**config.mk**
```make
export PLATFORM = sky130hd
export DESIGN_NAME = lc2k_mc_control
export DESIGN_NICKNAME = d
export VERILOG_FILES = /design/src/rtl/lc2k_mc_control.sv
export SDC_FILE = /design/constraint.sdc
export NUM_CORES = 1
export LEC_CHECK = 0
export BUFFER_PORTS_ARGS = -buffer_cell sky130_fd_sc_hd__buf_4
export CORE_ASPECT_RATIO = 1.1
export CORE_UTILIZATION = 51
export DETAILED_ROUTE_END_ITERATION = 10
export GPL_ROUTABILITY_DRIVEN = 1
export GPL_TIMING_DRIVEN = 0
export HOLD_SLACK_MARGIN = 0.03
export PLACE_DENSITY = 0.75
export SYNTH_ARGS = -nofsm -noshare
export SYNTH_HDL_FRONTEND = slang
export SYNTH_SLANG_ARGS = --single-unit
```
**constraint.sdc**
```tcl
create_clock -name clk -period 2.3 [get_ports clk]
set_input_delay 0.345 -clock clk [delete_from_list [all_inputs] [get_ports clk]]
set_output_delay 0.345 -clock clk [all_outputs]
set_load 0.005 [all_outputs]
```
**src/rtl/lc2k_mc_control.sv**
```systemverilog
`default_nettype none
// +----------------------------------------------------------------------------+
// | Module      : lc2k_mc_control                                              |
// | Description : Multi-cycle LC2K control FSM with memory-stall fault         |
// |               watchdog. Optional LC2K_CTRL_PERF_EN adds cycle/instr counts.|
// | Revision    : 1.0 - initial release                                        |
// +----------------------------------------------------------------------------+
module lc2k_mc_control #(
    parameter int OPCODE_W = 3,
    parameter int MAX_WAIT = 15,
    parameter int CNT_W    = 32
) (
    input  logic                clk,
    input  logic                reset,
    input  logic [OPCODE_W-1:0] opcode,
    input  logic                mem_ready,
    input  logic                alu_eq,
    output logic                ir_write,
    output logic                pc_write,
    output logic [1:0]          pc_src,
    output logic                mem_req,
    output logic                mem_we,
    output logic                mem_addr_src,
    output logic                reg_write,
    output logic                reg_dst,
    output logic [1:0]          wb_src,
    output logic                alu_srcB,
    output logic [1:0]          alu_op,
    output logic                halted,
    output logic                fault,
    output logic [2:0]          state
`ifdef LC2K_CTRL_PERF_EN
    ,
    output logic [CNT_W-1:0]    cycle_count,
    output logic [CNT_W-1:0]    instr_count
`endif
);

    localparam logic [2:0] c_OP_ADD  = 3'd0;
    localparam logic [2:0] c_OP_NOR  = 3'd1;
    localparam logic [2:0] c_OP_LW   = 3'd2;
    localparam logic [2:0] c_OP_SW   = 3'd3;
    localparam logic [2:0] c_OP_BEQ  = 3'd4;
    localparam logic [2:0] c_OP_JALR = 3'd5;
    localparam logic [2:0] c_OP_HALT = 3'd6;
    localparam logic [2:0] c_OP_NOOP = 3'd7;
    localparam logic [7:0] c_WAIT_LAST = 8'(MAX_WAIT - 1);

    typedef enum logic [2:0] {
        S_FETCH  = 3'd0,
        S_DECODE = 3'd1,
        S_EXEC   = 3'd2,
        S_MEM    = 3'd3,
        S_WB     = 3'd4,
        S_HALT   = 3'd5,
        S_FAULT  = 3'd6
    } state_t;

    state_t     r_state;
    state_t     w_next;
    logic [2:0] r_op_q;
    logic [2:0] w_op_dec;
    logic [7:0] r_wait_cnt;
    logic       w_wait_expired;

    // Opcodes wider than 3 bits with any upper bit set are treated as noop.
    generate
        if (OPCODE_W > 3) begin : g_op_wide
            assign w_op_dec = (|opcode[OPCODE_W-1:3]) ? c_OP_NOOP : opcode[2:0];
        end else begin : g_op_narrow
            assign w_op_dec = opcode[2:0];
        end
    endgenerate

    assign w_wait_expired = (r_wait_cnt == c_WAIT_LAST);

    always_ff @(posedge clk) begin
        if (reset) begin
            r_state    <= S_FETCH;
            r_op_q     <= c_OP_NOOP;
            r_wait_cnt <= 8'd0;
        end else begin
            r_state <= w_next;
            if (r_state == S_DECODE) begin
                r_op_q <= w_op_dec;
            end
            if (mem_ready || (w_next != r_state)) begin
                r_wait_cnt <= 8'd0;
            end else if ((r_state == S_FETCH) || (r_state == S_MEM)) begin
                r_wait_cnt <= r_wait_cnt + 8'd1;
            end
        end
    end

    always_comb begin
        w_next       = r_state;
        ir_write     = 1'b0;
        pc_write     = 1'b0;
        pc_src       = 2'd0;
        mem_req      = 1'b0;
        mem_we       = 1'b0;
        mem_addr_src = 1'b0;
        reg_write    = 1'b0;
        reg_dst      = 1'b0;
        wb_src       = 2'd0;
        alu_srcB     = 1'b0;
        alu_op       = 2'd0;
        halted       = 1'b0;
        fault        = 1'b0;
        state        = r_state;

        case (r_state)
            S_FETCH: begin
                mem_req = 1'b1;
                if (mem_ready) begin
                    ir_write = 1'b1;
                    w_next   = S_DECODE;
                end else if (w_wait_expired) begin
                    w_next = S_FAULT;
                end
            end
            S_DECODE: begin
                case (w_op_dec)
                    c_OP_HALT: w_next = S_HALT;
                    c_OP_NOOP: begin
                        pc_write = 1'b1;
                        w_next   = S_FETCH;
                    end
                    default:   w_next = S_EXEC;
                endcase
            end
            S_EXEC: begin
                w_next = S_FETCH;
                case (r_op_q)
                    c_OP_ADD: begin
                        alu_srcB = 1'b1;
                        w_next   = S_WB;
                    end
                    c_OP_NOR: begin
                        alu_srcB = 1'b1;
                        alu_op   = 2'd1;
                        w_next   = S_WB;
                    end
                    c_OP_LW, c_OP_SW: w_next = S_MEM;
                    c_OP_BEQ: begin
                        alu_srcB = 1'b1;
                        alu_op   = 2'd2;
                        pc_write = 1'b1;
                        pc_src   = alu_eq ? 2'd1 : 2'd0;
                    end
                    c_OP_JALR: begin
                        reg_write = 1'b1;
                        wb_src    = 2'd2;
                        pc_write  = 1'b1;
                        pc_src    = 2'd2;
                    end
                    default: ;
                endcase
            end
            S_MEM: begin
                mem_req      = 1'b1;
                mem_addr_src = 1'b1;
                mem_we       = (r_op_q == c_OP_SW);
                if (mem_ready) begin
                    if (r_op_q == c_OP_SW) begin
                        pc_write = 1'b1;
                        w_next   = S_FETCH;
                    end else begin
                        w_next = S_WB;
                    end
                end else if (w_wait_expired) begin
                    w_next = S_FAULT;
                end
            end
            S_WB: begin
                reg_write = 1'b1;
                pc_write  = 1'b1;
                if (r_op_q != c_OP_LW) begin
                    reg_dst = 1'b1;
                    wb_src  = 2'd1;
                end
                w_next = S_FETCH;
            end
            S_HALT:  halted = 1'b1;
            S_FAULT: fault  = 1'b1;
            default: w_next = S_FETCH;
        endcase

        // Reset aborts any in-flight access: nothing may be committed this cycle.
        if (reset) begin
            ir_write     = 1'b0;
            pc_write     = 1'b0;
            pc_src       = 2'd0;
            mem_req      = 1'b0;
            mem_we       = 1'b0;
            mem_addr_src = 1'b0;
            reg_write    = 1'b0;
            reg_dst      = 1'b0;
            wb_src       = 2'd0;
            alu_srcB     = 1'b0;
            alu_op       = 2'd0;
            halted       = 1'b0;
            fault        = 1'b0;
            state        = S_FETCH;
        end
    end

`ifdef LC2K_CTRL_PERF_EN
    logic [CNT_W-1:0] r_cycle_count;
    logic [CNT_W-1:0] r_instr_count;
    logic             w_instr_evt;

    assign w_instr_evt = pc_write || ((r_state == S_DECODE) && (w_next == S_HALT));

    always_ff @(posedge clk) begin
        if (reset) begin
            r_cycle_count <= '0;
            r_instr_count <= '0;
        end else begin
            if ((r_state != S_HALT) && (r_state != S_FAULT) && !(&r_cycle_count)) begin
                r_cycle_count <= r_cycle_count + 1'b1;
            end
            if (w_instr_evt && !(&r_instr_count)) begin
                r_instr_count <= r_instr_count + 1'b1;
            end
        end
    end

    assign cycle_count = r_cycle_count;
    assign instr_count = r_instr_count;
`endif

endmodule
`default_nettype wire

```
==> out/qor.yml <==
outcome:
  outcome: "finished, violations left"
  violated_checks: "DRC"
timing:
  fmaxAchievable_mhz: 488.2
  rsz0062_at_grt: "no"
  timing.final.hold_violations: 0
  timing.clock.skew_ns: 0.005610
  post_route_setup_tns_ns: 0
  final-max-slew-violation-count: 0
  tightest_slew_ns: 0.5160
  fin_crit_ns: 2.048
  timing.slew.headroom_pct: 65.47
  total_setup_violations_reported_at_the_end_of_the_flow: 0
  layout_worst_path_cycle_share_pct: 89.06
yosys:
  yosys_register_bits: 14
  edff_count_synth: 0
  primary_ff_master_synth: "dfxtp_1"
  syn-num-nets: 136
  synth-compound-area-share_pct: 18.73
  dominant_combinational_cell_family_by_area_after_synthesis: "simple AND/OR/NAND/NOR gates"
  share_of_flip_flops_with_an_asynchronous_set_or_reset_pct: 0
  synth_xor_area_share_pct: 8.915
  yosys_warns: 0
  post_synth_mux_area_share_pct: 3.101
  syn_inst: 127
  synthesis.area_per_instance_um2: 7.625
  synth-simple-area-share_pct: 32.30
  synthesis.area_um2: 968.4
  synth_fa_ha_area_share_pct: 2.584
  synth_sequential_area_ratio_pct: 28.94
  synth_cell_types: 41
drt:
  firstDrtPassIters: 9
  detail_route.drc_violations: 8
  first_iter_violations: 36
  antenna_violating_nets_post_route: 0
  post_drt_wl_per_cell_um: 13.02
  routed-via-count: 999
  vias_per_cell: 5.808
  wl_um: 2239
floorplanning:
  die-width_um: 43.55
  top_level_ports: 26
  height_of_the_die_um: 47.71
  design.die.area_um2: 2078
  core_area_um2: 1782
  rows: 16
  initial_core_util_pct: 54.35
global_routing:
  grt_pass1_vias: 841
  global_route.usage.total_pct: 23.41
  wire_length_of_the_first_global_routing_pass_um: 3615
  maximum_number_of_pins_on_one_net_before_global_route_repair: 20
  grt_busiest_layer: "met2"
  use_met2_pct: 42.99
  globalRouteOverflowTotal: 0
  grt_use_met3_pct: 2.642
  grt.met1_usage_pct: 27.79
  antenna_found_initial: 0
worst_setup_path:
  worstPathBufferInverterCount: 2
  crit_family: "simple AND/OR/NAND/NOR gates"
  r2r_setup_slk_ns: 0.27
  worst_r2r_startpoint: "r_state[0]"
  worst-r2r-cell-count: 6
  critical_path.startpoint_type: "flip-flop"
  timing.critical_path.required_ns: 1.96
  setup.worst_path.end_class: "output pin"
  max_stage_delay_ns: 0.31
  crit-reg2reg-capture: "r_wait_cnt[1]"
  cp_max_fo: 9
  worst_ep_arrival_time_ns: 1.70
  criticalPathCategory: "reg2out"
  ordered_list_of_cells_on_the_worst_path: "clkbuf_1 -> and3b_1 -> a32oi_1 -> o21ai_0 -> and3_1 -> buf_4"
  cp_slowest_cell: "dfxtp_1"
clock_tree:
  tritoncts_num_sinks: 14
  ctsLongestPathBuffers: 2
  cts.htree.levels: 1
  post-cts-setup-buffer-count: 0
  clock_latency_ns: 0.28
  cts_hold_buf: 0
  cts-buffers-inserted: 3
  tritoncts: "built"
  clk_transition_reported_paths_ns: 0.09
  cts-root-buf: "clkbuf_4"
placement:
  numPortBuffers: 25
  placed_area_um2: 1179
  detailedPlacementHpwl_um: 1776
  place.gp.congestion: 0.8443
min_path:
  worstHoldStart: "opcode[2]"
  hold_path_end: "r_op_q[2]"
  worstHoldPathType: "in2reg"
  depth_of_the_worst_hold_timing_path: 2
cells_and_area:
  nets: 164
  layout.core_utilization_pct: 68.05
  area_growth_from_synthesis_to_final_layout_pct: 25.19
  layout-drive-gt1-share_pct: 25.32
  antenna_cells_inserted: 0
  final_area_um2: 1212
  final_common_cell: "buf_4"
  mostFrequentLayoutCells: "25 x buf_4, 23 x nor2_1, 14 x dfxtp_1"
job:
  drv_cap: 0
power:
  worst_ir_drop_vdd_v: 0.0003936
  power_per_cell_area_nw_per_um2: 511.2
  p_leak_nw: 0.5409
==> area by class of cell <==
cell class	count	area, µm²
Multi-Input combinational cell	100	640.6
Fill cell	183	569.3
Sequential cell	14	280.3
Timing Repair Buffer	25	187.7
Clock buffer	4	36.28
Buffer	5	22.52
Inverter	6	22.52
Tap cell	18	22.52
==> timing repair <==
action / in CTS / in global routing
gates resized for setup: 0 / 1
endpoints found under the setup margin: 2 / 3
pin swaps: 0 / 0
==> routing by layer <==
layer | vias to the layer above | wire [µm]
met5 | - | 0
li1 | 504 | -
met4 | 0 | 8
met1 | 464 | 958
met3 | 2 | 104
met2 | 29 | 1167
==> flip-flops by register name, summed over array words and instances (netlist names) <==
register and count:
r_state 3, r_op_q 3, r_wait_cnt 8
==> cell usage after synthesis (2+ instances only) <==
master	instances	share of area (%)
a2111oi_0	2	1.8
a21o_1	2	1.5
a21oi_1	2	1.0
and2_1	2	1.3
and3_1	5	3.2
buf_2	3	1.5
clkbuf_1	3	1.2
dfxtp_1	14	29
ha_1	2	2.6
inv_1	6	2.3
mux2i_1	3	3.1
nand2_1	11	4.3
nand2b_1	2	1.3
nand3_1	2	1.0
nand4_1	3	1.9
nor2_1	23	8.9
nor2b_1	2	1.3
nor3_1	6	3.1
o211ai_1	2	1.5
o21ai_0	2	1.0
o21bai_1	2	1.5
or2_2	2	1.3
or3_1	2	1.3
xnor2_1	4	3.6
xor2_1	4	3.6
==> per-stage QoR <==
stage	cells	hold WS [ns]	setup slack, ns	power [W]
2_1_floorplan	127	0.4629	0.5790	0.0003930
3_3_place_gp	170	0.4979	0.2785	0.0004446
3_5_place_dp	170	0.5106	0.3145	0.0004490
4_1_cts	173	0.2804	0.08560	0.0006263
5_1_grt	172	0.2738	0.03346	0.0006568
6_report	172	0.2834	0.2516	0.0006198
==> power by group <==
part	internal (W)	total [W]	switching, W
Sequential	0.000255	0.000266	0.0000107
Clock	0.0000963	0.000178	0.0000818
Combinational	0.0000729	0.000176	0.000103
Total	0.000424	0.000620	0.000195
==> worst max path at each step <==
| stage | from | endpoint | slack (ns) | cells past startpoint |
|---|---|---|---|---|
| floorplan | r_state[2] | reg_dst | 0.58 | 4 |
| global placement | r_state[2] | reg_dst | 0.28 | 5 |
| detailed placement | r_state[2] | wb_src[0] | 0.31 | 5 |
| CTS | r_state[0] | pc_src[0] | 0.09 | 7 |
| global route | r_state[2] | wb_src[0] | 0.03 | 4 |
| finish | r_op_q[2] | pc_write | 0.25 | 6 |
==> cells by family (layout without fill, tap and decap cells) <==
| group | count (synthesis) | after routing |
|---|---|---|
| muxes | 3 | 3 |
| AOI/OAI and AO/OA | 22 | 22 |
| and+or+nand+nor | 64 | 64 |
| xor gates and xnor gates | 9 | 9 |
| adders and majority gates | 2 | 2 |
| DFF | 14 | 14 |
| buffers and inverters | 13 | 40 |
No activity file was read; power rests on OpenSTA's default activity.
